<file path="src/rtl/round_key_store_if.sv">
// Write-side handshake bundle between the AES-128 key-expansion source and round_key_store.
interface round_key_store_if;
  logic         start;
  logic         in_valid;
  logic [127:0] in_key;
  logic         in_ready;

  modport master (output start, output in_valid, output in_key, input in_ready);
  modport slave  (input start, input in_valid, input in_key, output in_ready);
endinterface

</file>
<file path="src/rtl/round_key_store.sv">
// Sequential 1-to-11 store for AES-128 round keys, presented in parallel to the round-key mux.
// Optional macro ROUND_KEY_ZEROIZE_EN: start also clears every key register.
module round_key_store (
  input  logic                   clk,
  input  logic                   rst_n,
  round_key_store_if.slave       bus,
  output logic [3:0]             wr_idx,
  output logic                   full,
  output logic                   ovf,
  output logic [127:0]           key0,
  output logic [127:0]           key1,
  output logic [127:0]           key2,
  output logic [127:0]           key3,
  output logic [127:0]           key4,
  output logic [127:0]           key5,
  output logic [127:0]           key6,
  output logic [127:0]           key7,
  output logic [127:0]           key8,
  output logic [127:0]           key9,
  output logic [127:0]           key10
);

  typedef enum logic [1:0] {IDLE, LOAD, FULL} state_t;

  state_t       state;
  state_t       state_next;
  logic         accept;
  logic [127:0] key_regs [11];

  assign bus.in_ready = (state == LOAD) && !bus.start;
  assign accept       = bus.in_valid && bus.in_ready;
  assign full         = (state == FULL);

  always_ff @(posedge clk) begin
    if (!rst_n) state <= IDLE;
    else        state <= state_next;
  end

  always_comb begin
    state_next = state;
    if (bus.start) begin
      state_next = LOAD;
    end else begin
      case (state)
        LOAD:    if (accept && wr_idx == 4'd10) state_next = FULL;
        default: state_next = state;
      endcase
    end
  end

  // Priority: reset, then start, then accept, then overrun detection.
  always_ff @(posedge clk) begin
    if (!rst_n) begin
      wr_idx <= 4'd0;
      ovf    <= 1'b0;
    end else if (bus.start) begin
      wr_idx <= 4'd0;
      ovf    <= 1'b0;
    end else begin
      if (accept) wr_idx <= wr_idx + 4'd1;
      if (state == FULL && bus.in_valid) ovf <= 1'b1;
    end
  end

  // Accept only happens in LOAD where wr_idx is 0..10, so the compare never hits 11..15.
  always_ff @(posedge clk) begin
    for (int i = 0; i < 11; i++) begin
      if (!rst_n) begin
        key_regs[i] <= 128'h0;
`ifdef ROUND_KEY_ZEROIZE_EN
      end else if (bus.start) begin
        key_regs[i] <= 128'h0;
`else
      end else if (bus.start) begin
        key_regs[i] <= key_regs[i];
`endif
      end else if (accept && wr_idx == 4'(i)) begin
        key_regs[i] <= bus.in_key;
      end
    end
  end

  assign key0  = key_regs[0];
  assign key1  = key_regs[1];
  assign key2  = key_regs[2];
  assign key3  = key_regs[3];
  assign key4  = key_regs[4];
  assign key5  = key_regs[5];
  assign key6  = key_regs[6];
  assign key7  = key_regs[7];
  assign key8  = key_regs[8];
  assign key9  = key_regs[9];
  assign key10 = key_regs[10];

endmodule

</file>
<file path="src/flat_wrapper.sv">
// flat-port wrapper written by rule: the top's interface ports become plain ports
module round_key_store_flat 
  (clk, rst_n, wr_idx, full, ovf, key0, key1, key2, key3, key4, key5, key6, key7, key8, key9, key10, bus_start, bus_in_valid, bus_in_key, bus_in_ready);
  round_key_store_if bus_i ();
  input  logic clk;
  input  logic rst_n;
  output logic [3:0] wr_idx;
  output logic full;
  output logic ovf;
  output logic [127:0] key0;
  output logic [127:0] key1;
  output logic [127:0] key2;
  output logic [127:0] key3;
  output logic [127:0] key4;
  output logic [127:0] key5;
  output logic [127:0] key6;
  output logic [127:0] key7;
  output logic [127:0] key8;
  output logic [127:0] key9;
  output logic [127:0] key10;
  input wire logic [$bits(bus_i.start)-1:0] bus_start;
  input wire logic [$bits(bus_i.in_valid)-1:0] bus_in_valid;
  input wire logic [$bits(bus_i.in_key)-1:0] bus_in_key;
  output wire logic [$bits(bus_i.in_ready)-1:0] bus_in_ready;
  assign bus_i.start = bus_start;
  assign bus_i.in_valid = bus_in_valid;
  assign bus_i.in_key = bus_in_key;
  assign bus_in_ready = bus_i.in_ready;
  round_key_store u_core (.clk(clk), .rst_n(rst_n), .bus(bus_i), .wr_idx(wr_idx), .full(full), .ovf(ovf), .key0(key0), .key1(key1), .key2(key2), .key3(key3), .key4(key4), .key5(key5), .key6(key6), .key7(key7), .key8(key8), .key9(key9), .key10(key10));
endmodule
</file>
<file path="config.mk">
export PLATFORM = sky130hd
export DESIGN_NAME = round_key_store_flat
export DESIGN_NICKNAME = d
export VERILOG_FILES = /design/src/rtl/round_key_store_if.sv /design/src/rtl/round_key_store.sv /design/src/flat_wrapper.sv
export SDC_FILE = /design/constraint.sdc
export NUM_CORES = 2
export LEC_CHECK = 0
export ABC_AREA = 1
export CAP_MARGIN = 20
export CELL_PAD_IN_SITES_DETAIL_PLACEMENT = 0
export CELL_PAD_IN_SITES_GLOBAL_PLACEMENT = 1
export CORE_AREA = 4 4 594 596
export DETAILED_ROUTE_END_ITERATION = 8
export DIE_AREA = 0 0 598 600
export HOLD_SLACK_MARGIN = 0.1
export PLACE_DENSITY = 0.42
export SYNTH_ARGS = -nofsm -noshare
export SYNTH_HDL_FRONTEND = slang
export SYNTH_SLANG_ARGS = --single-unit
</file>
<file path="constraint.sdc">
create_clock -name clk -period 6.2 [get_ports clk]
set_input_delay 0.93 -clock clk [delete_from_list [all_inputs] [get_ports clk]]
set_output_delay 0.93 -clock clk [all_outputs]
set_load 0.02 [all_outputs]
</file>
==> Yosys cells after proc, flatten, opt, wreduce, memory -nomap -nowiden <==
Memory sizes are Yosys's and may differ from the RTL's.
Cells that the tools add are included.
{ "op_classes": {"addsub": 1, "eq_ne": 12, "n_mux": 73, "n_bitwise": 23, "reduce_logical": 21} }
{ "op_table": {"columns": ["cell", "count"], "rows": [
  ["$mux 128", 22],
  ["$mux 1", 51],
  ["$or 1x1->1", 22],
  ["$eq 4x3->1 const B", 4],
  ["$logic_and 1x1->1", 14],
  ["$eq 4x4->1 const B", 3],
  ["$eq 4x2->1 const B", 2],
  ["$add 4x1->4 const B", 1],
  ["$eq 4x1->1 const B", 1],
  ["$logic_not 4->1", 1],
  ["$reduce_and 2->1", 2],
  ["$reduce_bool 2->1", 2],
  ["$eq 2x1->1 const B", 1],
  ["$eq 2x2->1 const B", 1],
  ["$reduce_or 2->1", 1],
  ["$logic_not 1->1", 1],
  ["$not 1->1", 1]
]} }
{ "totals": {"reg_bits": 7, "ramBits": 1408, "input_bits": 132, "output_inout_bits": 1415, "elab_cells": 135, "n_memories": 1} }
{ "mem_list": {"columns": ["name", "words", "width", "rd", "rd_clocked_by_memory_dff", "wr", "line_no", "source"], "rows": [
  ["u_core.key_regs", 11, 128, 11, 0, 11, "round_key_store.sv:28", "logic [127:0] key_regs [11];"]
]} }

==> Longest topological paths before layout <==
{ "logic_depth": {"depth_word": 9, "mapped_depth": 9, "depth_no_buf": 7} }

==> Worst setup path after synthesis <==
OpenSTA, ideal clock, no wires.
{ "synth_timing": {"kind": "input -> register", "startpoint": "in bus_start", "endpoint": "mem u_core.key_regs[0][0], enable pin", "setup_time_ns": 0.492, "arrival_time_ns": 4.627, "required_ns": 5.708, "slack_ns": 1.081, "stages": 7, "path_buffers": 2, "path_cell_list": "nor2_2 nand2_1 nor2_2 nand2_1 buf_2 buf_2 nand2_1"} }
{ "synth_lines": {"columns": ["element", "line_no", "source"], "rows": [
  ["start, declared", "flat_wrapper.sv:21", "input wire logic [$bits(bus_i.start)-1:0] bus_start;"],
  ["end, declared", "round_key_store.sv:28", null]
]} }

==> results.py <==
metrics = {
    "synthesis": {
        "synth.avg_cell_area_um2": 15.04,
        "syn_nets": 3463,
        "syn_area_um2": 50030,
        "ys_seq_area_share_pct": 84.78,
        "synth_warnings": 0,
        "synth_cell_types": 17,
        "synth-seq-cells": 1415,
        "syn-instance-count": 3327,
    },
    "final_layout": {
        "nets": 4989,
        "area_delta_synth_final_pct": 53.33,
        "fin_area_um2": 76720,
        "layout-drive-gt1-share_pct": 7.179,
        "layout_commonest_cell": "clkdlybuf4s50_1",
        "final_cell_mix": "1546 x clkdlybuf4s50_1, 1408 x edfxtp_1, 1284 x nor2_1, 182 x clkbuf_16, 134 x a21oi_1",
    },
    "sta": {
        "slew_headroom_pct": 20.33,
        "whs_ns": 0.4673,
        "finalSetupViolCount": 0,
        "final.period_utilization_pct": 60.33,
        "rsz0062_at_grt": "false",
        "min_period_ns": 3.740,
        "worst_pin_slew_ns": 1.195,
        "hold_viol_final": 0,
        "fmax_mhz": 267.4,
        "drv_slew": 0,
        "finalWorstSetupSlack_ns": 2.460,
        "fin_skew_ns": 0.04825,
        "finalSetupTns_ns": 0,
    },
    "detailed_routing": {
        "drt-total-wl_mm": 273.6,
        "firstDrtPassIters": 5,
        "ant_nets": 0,
        "via_count": 33601,
        "wl_met3_mm": 23.66,
        "top_layer_used": "met4",
        "wl_met1_mm": 102.3,
        "wl_met2_mm": 139.9,
        "via_per_inst": 3.502,
        "wl_per_cell_um": 28.52,
        "drc": 0,
        "drtIter0Drc": 2893,
    },
    "global_routing": {
        "gr-total-overflow": 0,
        "antenna_found_initial": 27,
        "grt_start_max_net_pins": 87,
        "first_global_vias": 34038,
        "grt_pass1_wl_mm": 348.9,
        "track_usage_pct": 14.52,
    },
    "clock_tree": {
        "cts_tree": "yes",
        "clkTransAtPathRegs_ns": 0.06,
        "htree_levels": 4,
        "cts_resized": 0,
        "root_buffer": "clkbuf_16",
        "cts_hold_buffers": 0,
        "cts_buffers": 177,
        "postCtsSetupBuffers": 0,
        "insertion_delay_ns": 0.84,
        "clock_path_buffers": 4,
        "cts_sinks": 1415,
    },
    "place": {
        "dpl-instance-area_um2": 71220,
        "hpwlAfterDp_mm": 193.3,
        "portBuffers": 1546,
        "gp_congestion": 0.7708,
        "pre_cts_slack_ns": 1.596,
    },
    "critical_path": {
        "reg2reg_slack_ns": 2.92,
        "path_cells": "clkdlybuf4s50_1, buf_4, nand2_1, nor2_2, nand2_4, nand2_4, buf_12",
        "end_kind": "flip-flop",
        "crit_fanout": 54,
        "path_common_cell": "nand2_4",
        "cpPeakStageDelay_ns": 1.10,
        "crit_required_ns": 6.66,
        "worstPathArrival_ns": 4.20,
        "critPathKind": "input pin to flip-flop",
        "cpMaxStageDelayCell": "clkdlybuf4s50_1",
        "cp-start-kind": "input pin",
    },
    "die": {
        "die_h_um": 600,
        "initial_core_util_pct": 14.37,
        "fp.coreArea_um2": 348100,
        "dieArea_um2": 358800,
        "die_x_um": 598,
        "rows": 217,
        "boundaryPins": 1547,
    },
    "status": {
        "outcome": "finished clean",
    },
    "power": {
        "power_density_nw_per_um2": 303.4,
        "peakVddDrop_mv": 0.2107,
        "power_mw": 23.27,
        "p_leak_nw": 27.56,
    },
    "worst_hold_path": {
        "hp-class": "flip-flop to flip-flop",
    },
    "flow_run": {
        "cap_violations": 0,
    },
}
flip-flops by register name, indices dropped and copies added, names as in the netlist:
| register | count |
|---|---|
| u_core.ovf | 1 |
| u_core.wr_idx | 4 |
| u_core.state | 2 |
| u_core.key_regs | 1408 |
Yosys cell counts:
cell | count | area share, %
nand2_1 | 33 | 0.25
dfxtp_1 | 7 | 0.28
inv_2 | 4 | 0.030
and3_1 | 1 | 0.013
xor2_1 | 1 | 0.018
a21oi_1 | 134 | 1.3
nand3_1 | 9 | 0.090
buf_1 | 5 | 0.038
inv_1 | 135 | 1.0
nand4_1 | 4 | 0.050
ha_1 | 4 | 0.10
nor2_2 | 3 | 0.038
nor2_1 | 1284 | 9.6
clkbuf_1 | 161 | 1.2
edfxtp_1 | 1408 | 85
buf_2 | 122 | 1.2
buf_4 | 12 | 0.18
layout make-up:
| class | count | area, um2 |
|---|---|---|
| Tap cell | 4599 | 5754 |
| Sequential cell | 1415 | 42420 |
| Timing Repair Buffer | 1647 | 16620 |
| Antenna cell | 10 | 25.02 |
| Inverter | 139 | 521.8 |
| Clock buffer | 242 | 4800 |
| Clock inverter | 71 | 623.1 |
| Fill cell | 36962 | 271400 |
| Multi-Input combinational cell | 1473 | 5948 |
cells by family after synthesis:
| group | synth area share (%) |
|---|---|
| buf+inv | 3.689 |
| simple gates | 10.07 |
| fa+ha+maj | 0.1000 |
| compound gates | 1.340 |
| xor+xnor | 0.01751 |
| flops | 84.78 |
layer usage:
layer	GRT usage, %	vias up
met3	4.672	302
met5	0	-
li1	-	14393
met1	16.40	17393
met2	26.03	1513
met4	4.169	0
stage by stage:
step	cells	utilization, %
floorplan	3327	-
global placement	9270	20.45
detailed placement	9271	20.46
CTS	9584	22.02
global route	9587	22.03
finish	9596	22.04
worst max-delay path, delay by kind of cell:
kind	cells	cell delay [ns]
AND/OR/NAND/NOR	4	1.22
buffers and inverters	3	1.77
path summary, 6_finish.rpt:
check | startpoint | end | cells past startpoint
max | rst_n | u_core.key_regs[2][87] | 7
min | u_core.ovf | u_core.ovf | 2
max reg2reg | u_core.wr_idx[0] | u_core.key_regs[1][58] | 9
min reg2reg | u_core.ovf | u_core.ovf | 2
where the power goes:
part | internal (mW) | total, mW | switching [mW]
combinational | 0.741 | 2.26 | 1.52
clock | 5.72 | 10.0 | 4.29
sequential | 10.9 | 11.0 | 0.125
(Power assumes the default switching activity.)
